File: config.mk
export PLATFORM = sky130hd
export DESIGN_NAME = tick_timer
export DESIGN_NICKNAME = d
export VERILOG_FILES = /design/src/rtl/tick_timer_pkg.sv /design/src/rtl/tick_sync.sv /design/src/rtl/tick_timer.sv
export SDC_FILE = /design/constraint.sdc
export NUM_CORES = 1
export LEC_CHECK = 0
export ABC_AREA = 0
export CORE_MARGIN = 2
export CORE_UTILIZATION = 45
export DETAILED_ROUTE_END_ITERATION = 8
export HOLD_SLACK_MARGIN = 0.12
export PLACE_DENSITY = 0.84
export SLEW_MARGIN = 20
export SYNTH_ARGS = -nofsm -noshare
export SYNTH_HDL_FRONTEND = slang
export SYNTH_SLANG_ARGS = --single-unit
File: constraint.sdc
create_clock -name clk -period 2.5 [get_ports clk]
set_clock_uncertainty 0.2 [all_clocks]
set_input_delay 0.5 -clock clk [delete_from_list [all_inputs] [get_ports clk]]
set_output_delay 0.5 -clock clk [all_outputs]
set_load 0.02 [all_outputs]
File: src/rtl/tick_timer_pkg.sv
// Shared types and constants for the tick timer and its synchroniser.
// State encoding, warm-up length and synchroniser depth live here.
package tick_timer_pkg;

    typedef enum logic [1:0] {
        IDLE  = 2'd0,
        COUNT = 2'd1,
        DONE  = 2'd2
    } state_t;

    localparam int WARMUP_CYCLES = 2;
    localparam int SYNC_STAGES   = 2;

endpackage

File: src/rtl/tick_sync.sv
// Synchronises the divider output and emits a registered one-cycle pulse per rising edge.
// Rise sampled at edge k shows as tick_pulse after edge k+2; no backpressure, free-running.
module tick_sync (
    input  logic clk,
    input  logic rstn,
    input  logic tick_in,
    output logic tick_pulse
);
    import tick_timer_pkg::*;

    localparam logic [1:0] WARM_DONE = 2'(WARMUP_CYCLES);

    logic [SYNC_STAGES-1:0] r_sync;
    logic                   r_s2_d;
    logic [1:0]             r_warm;
    logic                   r_primed;
    logic                   r_tick_pulse;
    logic                   w_s2;
    logic                   w_rise;

    assign w_s2   = r_sync[SYNC_STAGES-1];
    assign w_rise = w_s2 & ~r_s2_d & r_primed;

    // primed rises one edge after the counter saturates, so a tick_in held high
    // through reset cannot produce an edge once the gate opens.
    always_ff @(posedge clk or negedge rstn) begin
        if (!rstn) begin
            r_sync       <= '0;
            r_s2_d       <= 1'b0;
            r_warm       <= 2'd0;
            r_primed     <= 1'b0;
            r_tick_pulse <= 1'b0;
        end else begin
            r_sync       <= {r_sync[SYNC_STAGES-2:0], tick_in};
            r_s2_d       <= w_s2;
            r_tick_pulse <= w_rise;
            if (r_warm != WARM_DONE) begin
                r_warm <= r_warm + 2'd1;
            end
            if (r_warm == WARM_DONE) begin
                r_primed <= 1'b1;
            end
        end
    end

    assign tick_pulse = r_tick_pulse;

endmodule

File: src/rtl/tick_timer.sv
// Interval timer: counts load_val synchronised ticks after start, pulses done on completion.
// busy from the start edge, done one cycle after the final tick's edge; start ignored while busy.
module tick_timer #(
    parameter int COUNT_W = 8
) (
    input  logic               clk,
    input  logic               rstn,
    input  logic               tick_in,
    input  logic               start,
    input  logic [COUNT_W-1:0] load_val,
    input  logic               abort,
    output logic               busy,
    output logic               done,
    output logic [COUNT_W-1:0] remaining,
    output logic               tick_pulse
);
    import tick_timer_pkg::*;

    localparam logic [COUNT_W-1:0] ONE = COUNT_W'(1);

    state_t             r_state;
    state_t             w_state_nxt;
    logic [COUNT_W-1:0] r_remaining;
    logic [COUNT_W-1:0] w_remaining_nxt;
    logic               w_tick;

    tick_sync u_tick_sync (
        .clk        (clk),
        .rstn       (rstn),
        .tick_in    (tick_in),
        .tick_pulse (w_tick)
    );

    always_ff @(posedge clk or negedge rstn) begin
        if (!rstn) begin
            r_state     <= IDLE;
            r_remaining <= '0;
        end else begin
            r_state     <= w_state_nxt;
            r_remaining <= w_remaining_nxt;
        end
    end

    always_comb begin
        w_state_nxt     = r_state;
        w_remaining_nxt = r_remaining;
        case (r_state)
            IDLE: begin
                if (start) begin
                    if (load_val != '0) begin
                        w_remaining_nxt = load_val;
                        w_state_nxt     = COUNT;
                    end else begin
                        w_state_nxt     = DONE;
                    end
                end
            end
            COUNT: begin
                // abort wins over a tick arriving on the same edge
                if (abort) begin
                    w_remaining_nxt = '0;
                    w_state_nxt     = IDLE;
                end else if (w_tick && (r_remaining != '0)) begin
                    w_remaining_nxt = r_remaining - ONE;
                    if (r_remaining == ONE) begin
                        w_state_nxt = DONE;
                    end
                end
            end
            DONE: begin
                w_state_nxt = IDLE;
            end
            default: begin
                w_state_nxt     = IDLE;
                w_remaining_nxt = '0;
            end
        endcase
    end

    assign busy       = (r_state != IDLE);
    assign done       = (r_state == DONE);
    assign remaining  = r_remaining;
    assign tick_pulse = w_tick;

endmodule

==> metrics.yaml <==
worst_setup_path:
  end_kind: "flop"
  worst_ep_required_time_ns: 2.48
  path_buf_inv: 1
  slowest_stage: "or3b_2"
  crit_family: "compound AO/OA/AOI/OAI gates"
  worstSetupPathType: "reg -> reg"
  slowest_delay_ns: 0.47
  critPathArrivalTime_ns: 2.39
  cp_max_fo: 7
  crit_chain: "inv_1 > ha_1 > or3b_2 > o21a_1 > o22ai_4 > mux2_2"
  start_kind: "flop"
  r2r_cells: 6
  cp.depth: 6
  r2r_setup_slack_ns: 0.09
sta:
  grt_setup_unrepaired: "no"
  finalSetupViolations: 0
  max_freq_ghz: 0.414
  hold_viol_final: 0
  drv_slew: 0
  slew-limit-headroom_pct: 74.9
  worst_pin_slew_ns: 0.374
  fin_crit_sh_pct: 96.5
  period_minus_slack_ns: 2.41
clocking:
  clockBufferDepth: 2
  cts_hold_repair.buffers: 0
  clk_latency_ns: 0.28
  cts_sinks: 17
  cts-htree-levels: 1
  cts.reportedPaths.clkPinSlew_ns: 0.10
  numCtsBuffers: 3
  post_cts_resized: 0
  cts_tree: "done"
  cts-root-buf: "clkbuf_4"
  postCtsSetupBuffers: 0
synthesis:
  synthesis.area_um2: 970
  ys_warn_count: 0
  synth_seq_cells: 17
  synth_cell_types: 34
  yosysTopAreaCell: "dfrtp_1"
  synth_seq_area_share_pct: 43.9
  synth_fp_nets: 112
  syn_avg_cell_area_um2: 10.1
  yosys.area.top_type_share_pct: 43.9
  syn_inst: 96
  synthTopCellsByArea: "dfrtp_1 44%, mux2_2 5.8%, ha_1 3.9%, or4_1 3.9%, a21oi_1 3.1%"
place:
  dpl.hpwl_um: 1660
  place.gp.congestion: 0.860
  portBuffers: 23
grt:
  grt_pass1_vias: 898
  grt_max_degree: 18
  grtUsageTotal_pct: 19.0
  antenna_found_initial: 0
  overflow: 0
  grt_pass1_wl_um: 3710
floorplanning:
  io_pins: 24
  fp.dieW_um: 50.4
  core_area_mm2: 0.00200
  die_area_mm2: 0.00254
  die_h_um: 50.4
  rows: 16
  start_util_pct: 48.4
layout:
  num-nets-final: 146
  post-route-util_pct: 64.8
  area_growth_pct: 33.8
  insertedDiodeCount: 0
  drive_gt1_share_pct: 19.4
  fillers: 160
drt:
  drt-pass1-iter-count: 4
  drc_errors: 0
  routedWlPerCell_um: 13.9
  dr_total_vias: 856
  drt_iter0_drc: 10
  drt-total-wl_um: 2160
  via_per_inst: 5.49
  antenna_left: 0
power:
  power_leakage_nw: 0.552
  ir_drop_mv: 0.533
  power.density_mw_per_mm2: 1000
  power_mw: 1.30
job:
  cap_violations: 0
status:
  outcome: "finished, final reports clean"
worst_hold_path:
  hp-class: "reg -> reg"
  min_path_cells: 0
-- flip-flops by register name, indices dropped and copies added, names as in the netlist --
name and flops:
r_state 2, remaining 8, u_tick_sync.r_primed 1, u_tick_sync.r_s2_d 1, u_tick_sync.r_sync 2, u_tick_sync.r_warm 2, u_tick_sync.tick_pulse 1
-- cells in the mapped netlist (all sizes together) --
master and number:
o31ai 1, o31a 1, a2bb2oi 1, buf 2, xnor2 1, o211ai 3
o21a 1, o22ai 1, inv 7, ha 3, dfrtp 17, or2b 1
mux2i 2, a31oi 1, or4 5, or2 2, nor2 6, o21ai 4
nor2b 1, nor4 2, nand2b 1, or3 1, a21oi 6, or3b 2
nand3 6, nand2 6, nand3b 1, mux2 5, nor3 1, a31o 2
o32a 1, xor2 1, nor3b 1
-- per-stage QoR --
step	hold slack, ns	instance area [um^2]	setup WS (ns)	cells	TNS (ns)
final	0.171	1300	0.0866	156	0
after global routing	0.197	1300	0.0294	156	0
after CTS	0.176	1300	0.0851	156	0
after detailed placement	0.146	1270	-0.0595	152	-0.284
after global placement	0.141	1270	-0.0604	152	-0.283
after floorplan	0.00441	970	0.0960	96	0
-- kinds of logic (layout without fill, tap and decap cells) --
family / count (synthesis) / in the layout / synth area share, %
AO/OA/AOI/OAI: 22 / 22 / 16.5
multiplexers: 7 / 7 / 7.87
XOR/XNOR: 2 / 2 / 1.81
flip-flops: 17 / 17 / 43.9
AND/OR/NAND/NOR: 36 / 36 / 21.0
adder cells (fa/ha/maj): 3 / 3 / 3.87
buffers and inverters: 9 / 42 / 5.03
-- cell type report --
class	instances	area, um^2	area share [%]
Timing Repair Buffer	31	290	22.4
Sequential cell	17	425	32.8
Clock buffer	4	26.3	2.03
Tap cell	27	33.8	2.60
Multi-Input combinational cell	70	495	38.2
Inverter	7	26.3	2.03
-- layer usage --
| layer | vias up | part of all wire (%) | global-route usage, % |
|---|---|---|---|
| met1 | 400 | 45 | 23.2 |
| met4 | 0 | 0.42 | 11.3 |
| met3 | 2 | 8.0 | 3.87 |
| met5 | - | 0 | 0 |
| met2 | 37 | 47 | 30.9 |
| li1 | 417 | - | - |
-- cells in the final DEF, fill, tap and decap left out, types with 2 or more instances in the layout --
cell type        count
a21oi_1              6
a31o_2               2
buf_4                8
clkbuf_4             3
clkdlybuf4s50_1     23
dfrtp_1             17
ha_1                 3
inv_1                7
mux2_2               5
mux2i_1              2
nand2_1              6
nand3_1              6
nor2_1               6
nor4_1               2
o211ai_1             3
o21ai_0              4
or2_2                2
or4_1                5
-- path summary, 6_finish.rpt --
path	endpoint	start
min	u_tick_sync.r_sync[1]$_DFF_PN0_	u_tick_sync.r_sync[0]$_DFF_PN0_
max in group asynchronous	r_state[0]$_DFFE_PN0P_	rstn
max	remaining[7]$_DFFE_PN0P_	remaining[1]$_DFFE_PN0P_
max reg2reg	remaining[7]$_DFFE_PN0P_	remaining[1]$_DFFE_PN0P_
min in group asynchronous	remaining[5]$_DFFE_PN0P_	rstn
min reg2reg	u_tick_sync.r_sync[1]$_DFF_PN0_	u_tick_sync.r_sync[0]$_DFF_PN0_
-- power breakdown --
group | switching (mW) | internal (mW)
registers | 0.111 | 0.346
clock network | 0.0797 | 0.0619
logic | 0.339 | 0.363
total | 0.529 | 0.771
(Power assumes the default switching activity.)
==> RTL change, RTL diff (same flow settings) <==
Add an input register stage for `tick_in`, `start`, `load_val` and `abort`, with the module's reset; this delays them by one clock. Comments in the files are not updated.
--- a/src/rtl/tick_timer.sv
+++ b/src/rtl/tick_timer.sv
@@ -20,2 +20,21 @@
 
+    logic tick_q;
+    logic start_q;
+    logic [COUNT_W-1:0] load_val_q;
+    logic abort_q;
+
+    always_ff @(posedge clk or negedge rstn) begin
+        if (!rstn) begin
+            tick_q     <= '0;
+            start_q    <= '0;
+            load_val_q <= '0;
+            abort_q    <= '0;
+        end else begin
+            tick_q     <= tick_in;
+            start_q    <= start;
+            load_val_q <= load_val;
+            abort_q    <= abort;
+        end
+    end
+
     state_t             r_state;
@@ -29,3 +48,3 @@
         .rstn       (rstn),
-        .tick_in    (tick_in),
+        .tick_in    (tick_q),
         .tick_pulse (w_tick)
@@ -48,5 +67,5 @@
             IDLE: begin
-                if (start) begin
-                    if (load_val != '0) begin
-                        w_remaining_nxt = load_val;
+                if (start_q) begin
+                    if (load_val_q != '0) begin
+                        w_remaining_nxt = load_val_q;
                         w_state_nxt     = COUNT;
@@ -59,3 +78,3 @@
                 // abort wins over a tick arriving on the same edge
-                if (abort) begin
+                if (abort_q) begin
                     w_remaining_nxt = '0;
Function: changed (a bounded check fails within 4 cycles, from zero or initial values and one cycle with rstn low).
==> RTL change against the unedited design <==
Combinational power fell by 32%; wire length rose by 25%; sequential cell count rose by 11; final cell count rose by 9.0%; synthesized area rose by 33%; die area rose by 31%; critical path depth fell by 3; cell area rose by 23%; fmax rose by 1.4%; worst setup slack improved by 33 ps; core utilization fell by 6.3 points; power rose by 7.2%; largest cell class is now sequential cells; largest power group is now sequential cells.
==> RTL change: results (changes against the unedited design) <==
Leakage: 0.695 nW (+26%)
Ys Warns: 0 (unchanged)
global-route wire length before repair: 4.56 mm (+23%)
Hold Path Class: reg2reg
Max stage delay cell, worst path: clkdlybuf4s50_1
RePlAce Congestion: 0.967 (+12%)
worst reg2reg path depth: 4 (-2)
overall routing resource usage: 0.182 (-0.00782)
Worst Path Max Fanout: 11 (+4)
outcome: finished, final reports clean
total CTS buffers: 3 (unchanged)
drt pass-1 iters: 4 (unchanged)
Synth cell types: 37 (+8.8%)
Critical Path Max Stage Delay: 530 ps (+60 ps)
Async SR Flop Fraction: 1.00 (unchanged)
maximum VDD drop: 597 uV (+12%)
Synth Flop Type: dfrtp_1
worst skew pair latency: 340 ps (+60 ps)
Post-CTS Setup Bufs: 0 (unchanged)
CTS Root Cell: clkbuf_4
# port buffers: 23 (unchanged)
vias in the first global route: 1019 (+13%)
cell count after synthesis: 115 (+20%)
via count: 969 (+13%)
buffer depth of the longest clock path: 2 (unchanged)
antenna violations before repair: 0 (unchanged)
largest net degree at the start of global routing: 29 (+11)
Data arrival, critical path: 1680 ps (-710 ps)
Routed Wire Length: 2.71 mm (+25%)
Fillers: 232 (+45%)
pre-CTS setup slack: 340 ps (+400 ps)
Post-synth top cells: 28 x dfrtp_1, 14 x inv_1, 9 x nor2_1
register area share after synthesis: 0.542 (+0.103)
Layout Nets: 157 (+7.5%)
clk slew on worst S/H paths: 150 ps (+50 ps)
layout cells sized above 1: 0.108 (-0.0859)
cell count of the worst hold path: 0 (unchanged)
ANT cells: 0 (unchanged)
Syn Nets: 132 (+18%)
synth top area cells: dfrtp_1 54%, mux2_4 4.6%, inv_1 4.1%, ha_1 3.9%, a22oi_1 2.9%
Post-CTS Resized: 1 (+1)
Iter 0 DRT Violations: 34 (+24)
Finished Layout Cells: 170 (+9.0%)
detailed placer's ending HPWL: 1.88 mm (+13%)
Worst-Margin Slew: 516 ps (+142 ps)
RTL change: cell families (layout without fill, tap and decap cells):
group	Yosys count	in the layout	synth area share
DFF	28	28	0.542
muxes	6	6	0.0619
adders and majority gates	4	4	0.0387
xor gates and xnor gates	2	2	0.0135
and+or+nand+nor	34	34	0.153
buffers and inverters	18	42	0.0619
AOI/OAI and AO/OA	23	23	0.130
RTL change: layer usage:
layer	routed length (um)	global-route usage
met5	0	0
met4	53	0.0930
met3	186	0.0268
met2	1380	0.310
met1	1090	0.226
RTL change: cell type report:
| class | instances | area share |
|---|---|---|
| flip-flops and latches | 28 | 0.439 |
| multi-input cells | 69 | 0.322 |
| repair buffers | 24 | 0.149 |
| inverters | 14 | 0.0329 |
| well taps | 31 | 0.0243 |
| clock inverters | 1 | 0.0188 |
| clock buffers | 3 | 0.0141 |
RTL change: critical path, delay by kind of cell, from the launching register on:
family                 cells  cell delay (ps)
AND/OR/NAND/NOR            1              230
flip-flops                 1              520
buffers and inverters      2              590
RTL change: worst paths after layout:
kind | startpoint | end | slack (ps)
worst max-delay path | r_state[1] | busy | 120
worst min-delay path | u_tick_sync.r_sync[0] | u_tick_sync.r_sync[1] | 170
worst max register to register | load_val_q[2] | remaining[3] | 290
worst min register to register | u_tick_sync.r_sync[0] | u_tick_sync.r_sync[1] | 170
max in group asynchronous | rstn | r_state[1] | 1500
min in group asynchronous | rstn | remaining[4] | 310
RTL change: per-stage QoR:
stage,hold WS (ps),area (um^2)
2_1_floorplan,4.41,1290
3_3_place_gp,135,1540
3_5_place_dp,137,1540
4_1_cts,177,1600
5_1_grt,198,1600
6_report,174,1600
RTL change: power by group:
group	total (mW)	internal [mW]	switching (mW)
Combinational	0.478	0.238	0.240
Clock	0.298	0.162	0.136
Sequential	0.618	0.511	0.107
